$ cat config.mk
export PLATFORM = sky130hd
export DESIGN_NAME = tick_scheduler
export DESIGN_NICKNAME = d
export VERILOG_FILES = /design/src/rtl/tick_scheduler.sv
export SDC_FILE = /design/constraint.sdc
export NUM_CORES = 1
export LEC_CHECK = 0
export ABC_CLOCK_PERIOD_IN_PS = 4100
export CORE_MARGIN = 1.5
export CORE_UTILIZATION = 30
export DETAILED_ROUTE_END_ITERATION = 7
export MAX_ROUTING_LAYER = met4
export SLEW_MARGIN = 20
export SYNTH_ARGS = -nofsm -noshare
export SYNTH_HDL_FRONTEND = slang
export SYNTH_SLANG_ARGS = --single-unit
$ cat constraint.sdc
create_clock -name clock -period 4.1 [get_ports clock]
set_input_delay 0.41 -clock clock [delete_from_list [all_inputs] [get_ports clock]]
set_output_delay 0.41 -clock clock [all_outputs]
set_load 0.03 [all_outputs]
$ cat src/rtl/tick_scheduler.sv
// Run-control sequencer for the free-running period counter: start/stop/pause,
// one-shot runs, and period updates that only land on a tick boundary.
module tick_scheduler #(
  parameter logic [31:0] DEFAULT_PERIOD = 32'd50_000_000,
  parameter int          COUNT_W        = 16
) (
  input  logic               clock,
  input  logic               reset,
  input  logic               start,
  input  logic               stop,
  input  logic               pause,
  input  logic               one_shot,
  input  logic               cfg_valid,
  input  logic [31:0]        cfg_period,
  output logic               cfg_ready,
  output logic               tick,
  output logic               done,
  output logic               running,
  output logic               paused,
  output logic [31:0]        period,
  output logic [COUNT_W-1:0] tick_count,
  output logic [1:0]         dbg_state
);

  typedef enum logic [1:0] {
    S_IDLE  = 2'd0,
    S_RUN   = 2'd1,
    S_PAUSE = 2'd2
  } state_t;

  state_t               state_q, state_d;
  logic [31:0]          counter_q, counter_d;
  logic [31:0]          period_q, period_d;
  logic [31:0]          pending_period_q, pending_period_d;
  logic                 pending_valid_q, pending_valid_d;
  logic                 shot_mode_q, shot_mode_d;
  logic                 tick_q, tick_d;
  logic                 done_q, done_d;
  logic [COUNT_W-1:0]   tick_count_q, tick_count_d;

  logic                 xfer;
  logic [31:0]          last_count;

  // Config handshake: a period transfers on any edge where cfg_valid and
  // cfg_ready are both high; cfg_valid/cfg_period must hold until then.
  assign cfg_ready  = (state_q == S_IDLE) || !pending_valid_q;
  assign xfer       = cfg_valid && cfg_ready;
  // A period of 0 is treated as 1, so the terminal count is 0 in both cases.
  assign last_count = (period_q == 32'd0) ? 32'd0 : (period_q - 32'd1);

  always_comb begin
    state_d          = state_q;
    counter_d        = counter_q;
    period_d         = period_q;
    pending_period_d = pending_period_q;
    pending_valid_d  = pending_valid_q;
    shot_mode_d      = shot_mode_q;
    tick_count_d     = tick_count_q;
    tick_d           = 1'b0;
    done_d           = 1'b0;

    if (stop || start) begin
      // Both commands flush the pending period; a same-edge offer is newest.
      if (xfer) begin
        period_d = cfg_period;
      end else if (pending_valid_q) begin
        period_d = pending_period_q;
      end
      pending_valid_d = 1'b0;
      counter_d       = 32'd0;
      if (stop) begin
        state_d = S_IDLE;
      end else begin
        state_d      = S_RUN;
        tick_count_d = '0;
        shot_mode_d  = one_shot;
      end
    end else begin
      case (state_q)
        S_IDLE: begin
          if (xfer) begin
            period_d        = cfg_period;
            pending_valid_d = 1'b0;
          end
        end
        S_RUN: begin
          if (pause) begin
            state_d = S_PAUSE;
          end else if (counter_q == last_count) begin
            counter_d    = 32'd0;
            tick_d       = 1'b1;
            tick_count_d = tick_count_q + {{(COUNT_W-1){1'b0}}, 1'b1};
            if (pending_valid_q) begin
              period_d        = pending_period_q;
              pending_valid_d = 1'b0;
            end
            if (shot_mode_q) begin
              done_d  = 1'b1;
              state_d = S_IDLE;
            end
          end else begin
            counter_d = counter_q + 32'd1;
          end
          // An offer accepted on a boundary waits for the following boundary.
          if (xfer) begin
            pending_period_d = cfg_period;
            pending_valid_d  = 1'b1;
          end
        end
        S_PAUSE: begin
          if (!pause) begin
            state_d = S_RUN;
          end
          if (xfer) begin
            pending_period_d = cfg_period;
            pending_valid_d  = 1'b1;
          end
        end
        default: begin
          state_d = S_IDLE;
        end
      endcase
    end
  end

  always_ff @(posedge clock) begin
    if (reset) begin
      state_q          <= S_IDLE;
      counter_q        <= 32'd0;
      period_q         <= DEFAULT_PERIOD;
      pending_period_q <= 32'd0;
      pending_valid_q  <= 1'b0;
      shot_mode_q      <= 1'b0;
      tick_q           <= 1'b0;
      done_q           <= 1'b0;
      tick_count_q     <= '0;
    end else begin
      state_q          <= state_d;
      counter_q        <= counter_d;
      period_q         <= period_d;
      pending_period_q <= pending_period_d;
      pending_valid_q  <= pending_valid_d;
      shot_mode_q      <= shot_mode_d;
      tick_q           <= tick_d;
      done_q           <= done_d;
      tick_count_q     <= tick_count_d;
    end
  end

  assign tick       = tick_q;
  assign done       = done_q;
  assign running    = (state_q == S_RUN);
  assign paused     = (state_q == S_PAUSE);
  assign period     = period_q;
  assign tick_count = tick_count_q;
  assign dbg_state  = state_q;

endmodule

---- After elaboration in Yosys (flattened, before gate mapping) ----
Index checks and enable logic that the tools add are counted.
word-level totals
  register bits ........................... 118
  output and inout bits ................... 55
  logic and storage cells ................. 83
  input port bits ......................... 39
cells by class
  $add $sub $neg .......................... 3
  reductions and logical operators ........ 21
  muxes and demuxes ....................... 29
  equal/unequal tests ..................... 16
  bitwise logic cells ..................... 5
operator list
  cell                                                 count
  two-way mux 32 bit                                   8
  two-way mux 16 bit                                   5
  case mux 32 bit (2 select lines)                     1
  adder 32 x 1 -> 32 bit (second input constant)       1
  equality test 32 bit                                 1
  logical NOT 32 bit                                   1
  subtractor 32 x 1 -> 32 bit (second input constant)  1
  adder 16 x 1 -> 16 bit (second input constant)       1
  != test 3 x 2 -> 1 bit (second input constant)       4
  AND reduction 4 bit                                  3
  two-way mux 2 bit                                    5
  two-way mux 1 bit                                    8
  != test 4 x 2 -> 1 bit (second input constant)       2
  != test 2 x 1 -> 1 bit (second input constant)       3
  != test 3 x 1 -> 1 bit (second input constant)       2
  case mux 2 bit (3 select lines)                      1
  nonzero test 3 bit                                   2
  NOT 1 bit                                            5
  AND reduction 5 bit                                  1
  OR reduction 5 bit                                   1
  != test 2 bit (second input constant)                2
  AND reduction 2 bit                                  2
  nonzero test 2 bit                                   2
  OR reduction 2 bit                                   2
  other kinds (9)                                      10

---- Longest topological paths before layout ----
Gate-level depths: netlist of run 1.
  word-level depth ........................ 7
  depth in mapped cells ................... 15

---- Least setup slack after synthesis of run 1 ----
No wires, ideal clock.
  path kind ............................... register to register
  start ................................... reg period_q[0], in the netlist period[0]
  end ..................................... reg period_q[0], in the netlist period[0]
  data arrival time ....................... 3.752 ns
  path slack .............................. 0.207 ns
  buffers on the path ..................... 3
  setup time .............................. 0.141 ns
  stages on the path, launching flop included .. 16
  cells stage by stage .................... dfxtp_1 -> inv_1 -> ha_1 -> or4b_1 -> buf_2 -> o41ai_2 -> nand4_1 -> a211oi_2 -> nor3_1 -> a2111o_1 -> a2111oi_4 -> and3_1 -> or2_1 -> buf_2 -> buf_4 -> a221oi_1
on the way
  cells in the longest elaborated chain, start to end .. 5
  elaborated cells between the ends (all ways) .. 12
  those cells by class .................... 1 x add/sub; 2 x eq/ne; 7 x mux; 2 x reduce/logical
ends and longest elaborated chain
  element                                                                               RTL line  RTL
  start: declaration                                                                    33        logic [31:0] period_q, period_d;
  start signal: assignment                                                              140       period_q <= period_d;
  subtractor 32 x 1 -> 32 bit, or another cell as far along                             49        assign last_count = (period_q == 32'd0) ? 32'd0 : (period_q - 32'd1);
  two-way mux 32 bit (on tied branches)                                                 -
  equality test 32 bit or two-way mux 32 bit (tied branches)                            -
  != test 3 x 1 -> 1 bit (no line) or case mux 32 bit (2 select lines) (tied branches)  -
  AND reduction 4 bit (no line) or two-way mux 32 bit (tied branches)                   -
Several ways; a longest one is shown, not always the timed one. The select of a mux whose other input is x is not followed.
A chain may end at the register's enable or synchronous reset.

---- Final worst setup path of run 1 ----
  start ................................... reg period_q[28], in the netlist period[28]
  end ..................................... reg tick_count_q[13], in the netlist tick_count[13]
on the way
  cells in the longest elaborated chain, start to end .. 5
  elaborated cells between the ends (all ways) .. 6
  those cells by class .................... 1 x add/sub; 1 x eq/ne; 1 x mux; 3 x reduce/logical
ends and longest elaborated chain
  element                                                            RTL line  RTL
  subtractor 32 x 1 -> 32 bit or logical NOT 32 bit (tied branches)  49
  two-way mux 32 bit *                                               49
  equality test 32 bit *                                             89        end else if (counter_q == last_count) begin
  nonzero test 2 bit (no line) *                                     -
  AND reduction 4 bit (no line) *                                    -
  end signal: assignment                                             146       tick_count_q <= tick_count_d;
  end: declaration                                                   39        logic [COUNT_W-1:0] tick_count_q, tick_count_d;
Mark *: on every way between the ends. The rest lies on a longest branch, timed or not.

==> summary.md, run 1 <==
| Metric | Value |
|---|---|
| Maximum achievable frequency | `253 MHz` |
| Count of buffers inserted at the top-level ports | `93` |
| Clock latency on the worst-skew pair | `0.43 ns` |
| Total global routing track utilization | `19.0%` |
| Share of Yosys cell area claimed by the top area cell type | `33.2%` |
| Sw Share | `29.7%` |
| Starting density of the core | `30.5%` |
| Setup Skew | `0.0227 ns` |
| Post-detail-place hpwl | `16200 µm` |
| Final number of hold-violating endpoints | `0` |
| Signed area change from the synthesized netlist to the final layout | `29.7%` |
| Number of enable-type register cells in the synthesized netlist | `0` |
| YS warnings | `0` |
| Maximum vdd ir drop | `0.224 mV` |
| Arrival time at the worst endpoint | `4.32 ns` |
| PwrDens | `345 mW/mm²` |
| Clock slew at reported path FFs | `0.06 ns` |
| Fin crit share | `96.6%` |
| Synth Instances | `912` |
| Fraction of layout instances using a drive strength above 1 | `12.4%` |
| Layout filler cell count | `2400` |
| Count of pins on the block boundary | `94` |
| Proportion of register bits with asynchronous set or reset after synthesis | `0%` |
| Clock sinks | `118` |
| Global placer's final weighted congestion | `0.942` |
| Share of total power in combinational logic | `17.8%` |
| Type of destination of the critical path | `flop` |
| Max_slew headroom | `35.9%` |
| Residual overflow from global routing | `0` |
| Post-synthesis average cell area | `7.79 µm²` |
| Number of antenna violations at the first check in global routing | `0` |
| Max Transition Viols Final | `0` |
| Count of vias placed by the detailed router | `7081` |
| DRC violation count after routing | `0` |
| Placeable core region | `0.0233 mm²` |
| DR vias/cell | `5.26` |
| Detail Route met2 WL | `9990 µm` |
| Seq/Total Area, Yosys | `33.2%` |
| Met3 wire len | `1460 µm` |
| Die width | `157 µm` |
| Overall routed net length | `22800 µm` |
| Hold Crit Class | `reg2reg` |
| Global-route wire length before repair | `35500 µm` |
| Total power of the final layout | `3.18 mW` |
| Largest net degree at the start of global routing | `65` |
| Max capacitance violation total | `0` |
| Initial DRC Count | `592` |
| Critical setup path kind | `reg2reg` |
| Kind of launch point of the worst setup path | `flop` |
| Number of nets produced by synthesis | `958` |
| Reg area | `0.00236 mm²` |
| Unrepaired setup endpoints after global routing | `yes` |
| Library cell used as clock root buffer | `sky130_fd_sc_hd__clkbuf_16` |
| Cell area after technology mapping | `0.00711 mm²` |
| Vias in the first global route | `6497` |
| Number of antenna diodes | `0` |
| Proportion of power drawn by flip-flops and latches | `38.5%` |
| Die ar. | `0.0246 mm²` |
| TritonCTS clock tree | `built` |
| Die extent in y | `157 µm` |
| Net switching component of the power | `945 µW` |
| Leading area contributor after synthesis | `sky130_fd_sc_hd__dfxtp_1` |
| Pint | `2.24 mW` |
| Routed length on met1 | `10800 µm` |
| Static Leak | `3.03 nW` |
| Buffer depth of the longest clock path | `2` |
| Most common cell in the netlist | `sky130_fd_sc_hd__dfxtp_1` |
| Portion of total power attributed to the clock network | `43.7%` |
| Highest metal layer with signal wires | `met4` |
| Data required time of the worst path | `4.46 ns` |
| Footprint of the multi-input gates | `0.00438 mm²` |
| Most instantiated flip-flop cell in the synthesis netlist | `sky130_fd_sc_hd__dfxtp_1` |
| H-Tree Level Count | `4` |
| Seq cells post-synth | `118` |
| Run status | `complete, no violations` |
| Cells taking the most area after synthesis | `sky130_fd_sc_hd__dfxtp_1, sky130_fd_sc_hd__nor2_1, sky130_fd_sc_hd__nand2_1` |
| Average wire per standard cell | `16.9 µm` |
| Fraction of the core area covered by cells at the end of the flow | `39.5%` |
| Remaining number of nets flagged by the antenna check after routing | `0` |
| Maximum fanout encountered on the critical timing path | `14` |
| Rows | `56` |
| Worst Max-Slew Pin Slew | `0.951 ns` |
| Pre-Repair DR Iteration Count | `5` |
| # setup viols final | `0` |
| Number of unique standard cell types used by synthesis | `77` |
| Commonest cells post-synth | `sky130_fd_sc_hd__dfxtp_1, sky130_fd_sc_hd__nor2_1, sky130_fd_sc_hd__nand2_1` |
| Total clock buffers created by CTS | `17` |
| Final-stage net count | `1060` |
| Final worst path period need | `3.96 ns` |
==> flip-flops by register name (all words and copies together), names as in the netlist <==
signal,count
counter_q,32
pending_period_q,32
period,32
tick_count,16
dbg_state,2
done,1
pending_valid_q,1
shot_mode_q,1
tick,1
==> cell families after synthesis <==
kind of cell,synth area share [%]
AND/OR/NAND/NOR,29.9
multiplexers,0.722
adder cells (fa/ha/maj),1.23
XOR/XNOR,6.92
flip-flops,33.2
buffers and inverters,6.46
AO/OA/AOI/OAI,21.5
==> cells in the final DEF (no fill, tap or decap), types with 6 or more instances in the layout <==
| cell | instances |
|---|---|
| sky130_fd_sc_hd__dfxtp_1 | 118 |
| sky130_fd_sc_hd__nor2_1 | 113 |
| sky130_fd_sc_hd__nand2_1 | 106 |
| sky130_fd_sc_hd__clkdlybuf4s50_1 | 92 |
| sky130_fd_sc_hd__a21oi_1 | 58 |
| sky130_fd_sc_hd__buf_4 | 52 |
| sky130_fd_sc_hd__inv_1 | 46 |
| sky130_fd_sc_hd__o21ai_0 | 34 |
| sky130_fd_sc_hd__xnor2_1 | 32 |
| sky130_fd_sc_hd__nand3_1 | 30 |
| sky130_fd_sc_hd__nand3b_1 | 22 |
| sky130_fd_sc_hd__nand4_1 | 21 |
| sky130_fd_sc_hd__nor3_1 | 19 |
| sky130_fd_sc_hd__xor2_1 | 19 |
| sky130_fd_sc_hd__a221oi_2 | 19 |
| sky130_fd_sc_hd__a31oi_1 | 17 |
| sky130_fd_sc_hd__clkbuf_16 | 17 |
| sky130_fd_sc_hd__or4_1 | 16 |
| sky130_fd_sc_hd__nor4_1 | 16 |
| sky130_fd_sc_hd__or3_1 | 15 |
| sky130_fd_sc_hd__and3_1 | 15 |
| sky130_fd_sc_hd__a22oi_1 | 13 |
| sky130_fd_sc_hd__o31ai_1 | 10 |
| sky130_fd_sc_hd__nor2b_1 | 6 |
| sky130_fd_sc_hd__ha_1 | 6 |
| sky130_fd_sc_hd__clkinvlp_4 | 6 |
==> path summary, 6_finish.rpt <==
path	from	endpoint	slack [ns]	cells past startpoint
hold / removal	pending_period_q[27]$_SDFFE_PP0P_	pending_period_q[27]$_SDFFE_PP0P_	0.45	2
hold reg to reg	pending_period_q[27]$_SDFFE_PP0P_	pending_period_q[27]$_SDFFE_PP0P_	0.45	2
setup reg to reg	period[28]$_SDFFE_PP0P_	tick_count[13]$_SDFFE_PP0P_	0.14	12
setup / recovery	period[28]$_SDFFE_PP0P_	tick_count[13]$_SDFFE_PP0P_	0.14	12
==> final cells by class <==
type | instances | share of cell area [%]
repair buffers | 147 | 14.7
flip-flops and latches | 118 | 25.6
well taps | 319 | 4.33
multi-input cells | 684 | 47.5
clock inverters | 10 | 0.788
inverters | 46 | 1.87
clock buffers | 22 | 5.15
==> repair_timing <==
item	4_1_cts	5_1_grt
gates resized for setup	0	8
hold buffers	0	0
endpoints found under the setup margin	23	80
pin swaps	2	5
cloned	1	1
buffers inserted	2	7
==> layer usage <==
metal	GRT usage (%)	vias up
met2	26.7	233
met5	-	-
met1	26.5	3327
met4	7.03	0
met3	4.02	33
li1	-	3488
==> through the flow <==
stage | hold slack, ns | cells | worst slack [ns] | area (µm²) | setup TNS [ns]
floorplan | 0.431 | 912 | 0.207 | 7110 | 0
global route | 0.462 | 1346 | -0.0521 | 9210 | -0.172
finish | 0.448 | 1346 | 0.141 | 9210 | 0
global placement | 0.436 | 1303 | 0.0469 | 8520 | 0
CTS | 0.449 | 1338 | 0.00580 | 9090 | 0
detailed placement | 0.441 | 1303 | -0.0605 | 8520 | -0.497
==> power by group through the flow <==
stage,combinational [mW],clock [mW],sequential [mW]
2_1_floorplan,0.273,0,1.30
3_3_place_gp,0.546,0,1.25
3_5_place_dp,0.547,0,1.25
4_1_cts,0.551,1.42,1.22
5_1_grt,0.611,1.46,1.23
6_report,0.566,1.39,1.23
==> critical path: stages (launching register included) <==
cell                        delay (ns)
sky130_fd_sc_hd__dfxtp_1          0.38
sky130_fd_sc_hd__nor4_2           0.41
sky130_fd_sc_hd__nand2_1          0.26
sky130_fd_sc_hd__or4_4            0.64
sky130_fd_sc_hd__or3_1            0.32
sky130_fd_sc_hd__a32oi_1          0.20
sky130_fd_sc_hd__nand4b_1         0.21
sky130_fd_sc_hd__a2111oi_4        0.36
sky130_fd_sc_hd__buf_4            0.20
sky130_fd_sc_hd__a31oi_4          0.18
sky130_fd_sc_hd__buf_4            0.19
sky130_fd_sc_hd__or4_1            0.45
sky130_fd_sc_hd__nand2_1          0.08
Note: power is estimated with default switching activity, not from simulation.
==> inputs of run 2 (changes only) <==
- PLACE_DENSITY: default -> 0.6
- SKIP_LAST_GASP: default -> 1
==> run 2 against run 1 <==
Power shrank 0.16%. Wire length is essentially flat. Clock-buffer cell count is the same. Clock skew shrank 0.0020 ns. Critical path depth is the same. Hold slack lost 0.00061 ns. Sequential cell count is the same. Worst setup slack gained 0.0029 ns. Largest power group unchanged.
==> summary.md, run 2 (synthesis results as in run 1) <==
| Metric | Value |
|---|---|
| Run status | `complete, no violations` |
| Kind of launch point of the worst setup path | `flop` |
| Max_slew headroom | `34.0% (-1.9 points)` |
| Buffer depth of the longest clock path | `2 (unchanged)` |
| Pint | `2.23 mW (-0.12%)` |
| Count of buffers inserted at the top-level ports | `93 (unchanged)` |
| Crit path top cell by count | `sky130_fd_sc_hd__buf_4` |
| Proportion of power drawn by flip-flops and latches | `38.6% (about the same)` |
| Hold Crit Class | `reg2reg` |
| Residual overflow from global routing | `0 (unchanged)` |
| Largest net degree at the start of global routing | `65 (unchanged)` |
| Buf/Inv on CP | `2 (unchanged)` |
| Type of destination of the critical path | `flop` |
| Die ar. | `0.0246 mm² (unchanged)` |
| Number of antenna diodes | `0 (unchanged)` |
| Clock sinks | `118 (unchanged)` |
| Post-detail-place hpwl | `16200 µm (unchanged)` |
| Maximum achievable frequency | `253 MHz (about the same)` |
| Max capacitance violation total | `0 (unchanged)` |
| Global-route wire length before repair | `35500 µm (unchanged)` |
| Hold-fix buffers, CTS | `0 (unchanged)` |
| Clock latency on the worst-skew pair | `0.43 ns (about the same)` |
| Global placer's final weighted congestion | `0.942 (unchanged)` |
| Fin crit share | `96.5% (about the same)` |
| Net switching component of the power | `943 µW (-0.27%)` |
| Total power of the final layout | `3.18 mW (-0.16%)` |
| Data required time of the worst path | `4.41 ns (-0.05 ns)` |
| Reg area | `0.00236 mm² (unchanged)` |
| Maximum fanout encountered on the critical timing path | `13 (-1)` |
| Starting density of the core | `30.5% (unchanged)` |
| H-Tree Level Count | `4 (unchanged)` |
| Initial DRC Count | `495 (-16%)` |
| Remaining number of nets flagged by the antenna check after routing | `0 (unchanged)` |
| Final worst path period need | `3.96 ns (-0.00294 ns)` |
| Average wire per standard cell | `16.9 µm (about the same)` |
| Fraction of layout instances using a drive strength above 1 | `12.3% (-0.097 points)` |
| Sw Share | `29.7% (-0.033 points)` |
| Final-stage net count | `1060 (unchanged)` |
| Footprint of the multi-input gates | `0.00436 mm² (-0.37%)` |
| Library cell used as clock root buffer | `sky130_fd_sc_hd__clkbuf_16` |
| Vias in the first global route | `6497 (unchanged)` |
| Rows | `56 (unchanged)` |
| Worst Max-Slew Pin Slew | `0.980 ns (+0.0286 ns)` |
| # setup viols final | `0 (unchanged)` |
| DR vias/cell | `5.25 (-0.20%)` |
| Portion of total power attributed to the clock network | `43.8% (about the same)` |
| TritonCTS clock tree | `built` |
| Commonest non-fill, non-tap cells in the layout | `sky130_fd_sc_hd__dfxtp_1, sky130_fd_sc_hd__nor2_1, sky130_fd_sc_hd__nand2_1, sky130_fd_sc_hd__clkdlybuf4s50_1, sky130_fd_sc_hd__a21oi_1` |
| Clock slew at reported path FFs | `0.06 ns (about the same)` |
| Share of total power in combinational logic | `17.7% (about the same)` |
| Dominant delay contributor by cell family on the critical path | `simple AND/OR/NAND/NOR gates` |
| Number of antenna violations at the first check in global routing | `0 (unchanged)` |
| Critical setup path kind | `reg2reg` |
| Placeable core region | `0.0233 mm² (unchanged)` |
| Die extent in y | `157 µm (unchanged)` |
| Most common cell after layout, fill and taps aside | `sky130_fd_sc_hd__dfxtp_1` |
| Layout filler cell count | `2400 (unchanged)` |
| Cells along the critical path | `nor4_2 > nand2_1 > or4_4 > or3_1 > a32oi_1 > nand4b_1 > a2111oi_4 > buf_4 > buf_4 > a31oi_2 > o31ai_2 > a21oi_1` |
| Max Transition Viols Final | `0 (unchanged)` |
| Final cell area excluding filler cells | `0.00920 mm² (-0.18%)` |
| Maximum vdd ir drop | `0.225 mV (+0.71%)` |
| Setup Skew | `0.0207 ns (-0.00197 ns)` |
| Count of pins on the block boundary | `94 (unchanged)` |
| Total placed instance area | `0.00852 mm² (unchanged)` |
| Static Leak | `3.03 nW (-0.11%)` |
| CP max stage cell | `sky130_fd_sc_hd__or4_4` |
| Count of vias placed by the detailed router | `7067 (-0.20%)` |
| DRC violation count after routing | `0 (unchanged)` |
| Delay of the slowest critical-path stage | `0.64 ns (about the same)` |
| Overall routed net length | `22700 µm (about the same)` |
| PwrDens | `345 mW/mm² (about the same)` |
| Final number of hold-violating endpoints | `0 (unchanged)` |
| Pre-Repair DR Iteration Count | `5 (unchanged)` |
| Total global routing track utilization | `19.0% (unchanged)` |
| Unrepaired setup endpoints after global routing | `yes` |
| Signed area change from the synthesized netlist to the final layout | `29.4%` |
| Total clock buffers created by CTS | `17 (unchanged)` |
| Arrival time at the worst endpoint | `4.26 ns (-0.06 ns)` |
| Die width | `157 µm (unchanged)` |
[run 2: area by class of cell]
| cell class | count | share of cell area (%) |
|---|---|---|
| clock buffers | 22 | 5.16 |
| clock inverters | 10 | 0.789 |
| inverters | 46 | 1.88 |
| multi-input cells | 684 | 47.4 |
| flip-flops and latches | 118 | 25.7 |
| well taps | 319 | 4.34 |
| repair buffers | 147 | 14.7 |
[run 2: final timing paths]
check / cells after the start / to / start / slack, ns
worst max-delay path: 12 / tick_count[12]$_SDFFE_PP0P_ / period[28]$_SDFFE_PP0P_ / 0.14
worst max register to register: 12 / tick_count[12]$_SDFFE_PP0P_ / period[28]$_SDFFE_PP0P_ / 0.14
worst min-delay path: 2 / pending_period_q[16]$_SDFFE_PP0P_ / pending_period_q[16]$_SDFFE_PP0P_ / 0.45
worst min register to register: 2 / pending_period_q[16]$_SDFFE_PP0P_ / pending_period_q[16]$_SDFFE_PP0P_ / 0.45
[run 2: worst reg2reg max path, cell delays in order, from the launching register on]
cell and delay [ns]:
sky130_fd_sc_hd__dfxtp_1 0.38, sky130_fd_sc_hd__nor4_2 0.41, sky130_fd_sc_hd__nand2_1 0.26, sky130_fd_sc_hd__or4_4 0.64, sky130_fd_sc_hd__or3_1 0.32, sky130_fd_sc_hd__a32oi_1 0.20, sky130_fd_sc_hd__nand4b_1 0.21, sky130_fd_sc_hd__a2111oi_4 0.36
sky130_fd_sc_hd__buf_4 0.20, sky130_fd_sc_hd__buf_4 0.14, sky130_fd_sc_hd__a31oi_2 0.27, sky130_fd_sc_hd__o31ai_2 0.35, sky130_fd_sc_hd__a21oi_1 0.10
[run 2: through the flow]
step	worst slack, ns	utilization, %	setup TNS [ns]	cells	hold WS [ns]
3_5_place_dp	-0.0605	36.5	-0.497	1303	0.441
6_report	0.144	39.4	0	1346	0.448
2_1_floorplan	0.207	-	0	912	0.431
4_1_cts	0.00580	39.0	0	1338	0.449
3_3_place_gp	0.0469	36.5	0	1303	0.436
5_1_grt	-0.0558	39.4	-0.200	1346	0.462
[run 2: power groups by stage]
stage                     clock (mW)  combinational, mW  sequential [mW]
after floorplan                    0              0.273             1.30
after global routing            1.46              0.607             1.23
after global placement             0              0.546             1.25
final                           1.39              0.561             1.23
after detailed placement           0              0.547             1.25
after CTS                       1.42              0.551             1.22
[run 2: repair_timing]
action,in CTS,in global routing
pin swaps,2,5
cloned,1,1
setup buffers,2,7
endpoints found under the setup margin,23,80
resized for setup,0,6
[run 2: per-layer routing]
metal | global-route usage [%] | vias to the layer above | share of wire (%)
met4 | 7.03 | 0 | 2.3
met3 | 4.02 | 39 | 6.5
met5 | - | - | 0
met1 | 26.5 | 3307 | 47
met2 | 26.7 | 228 | 44
li1 | - | 3493 | -
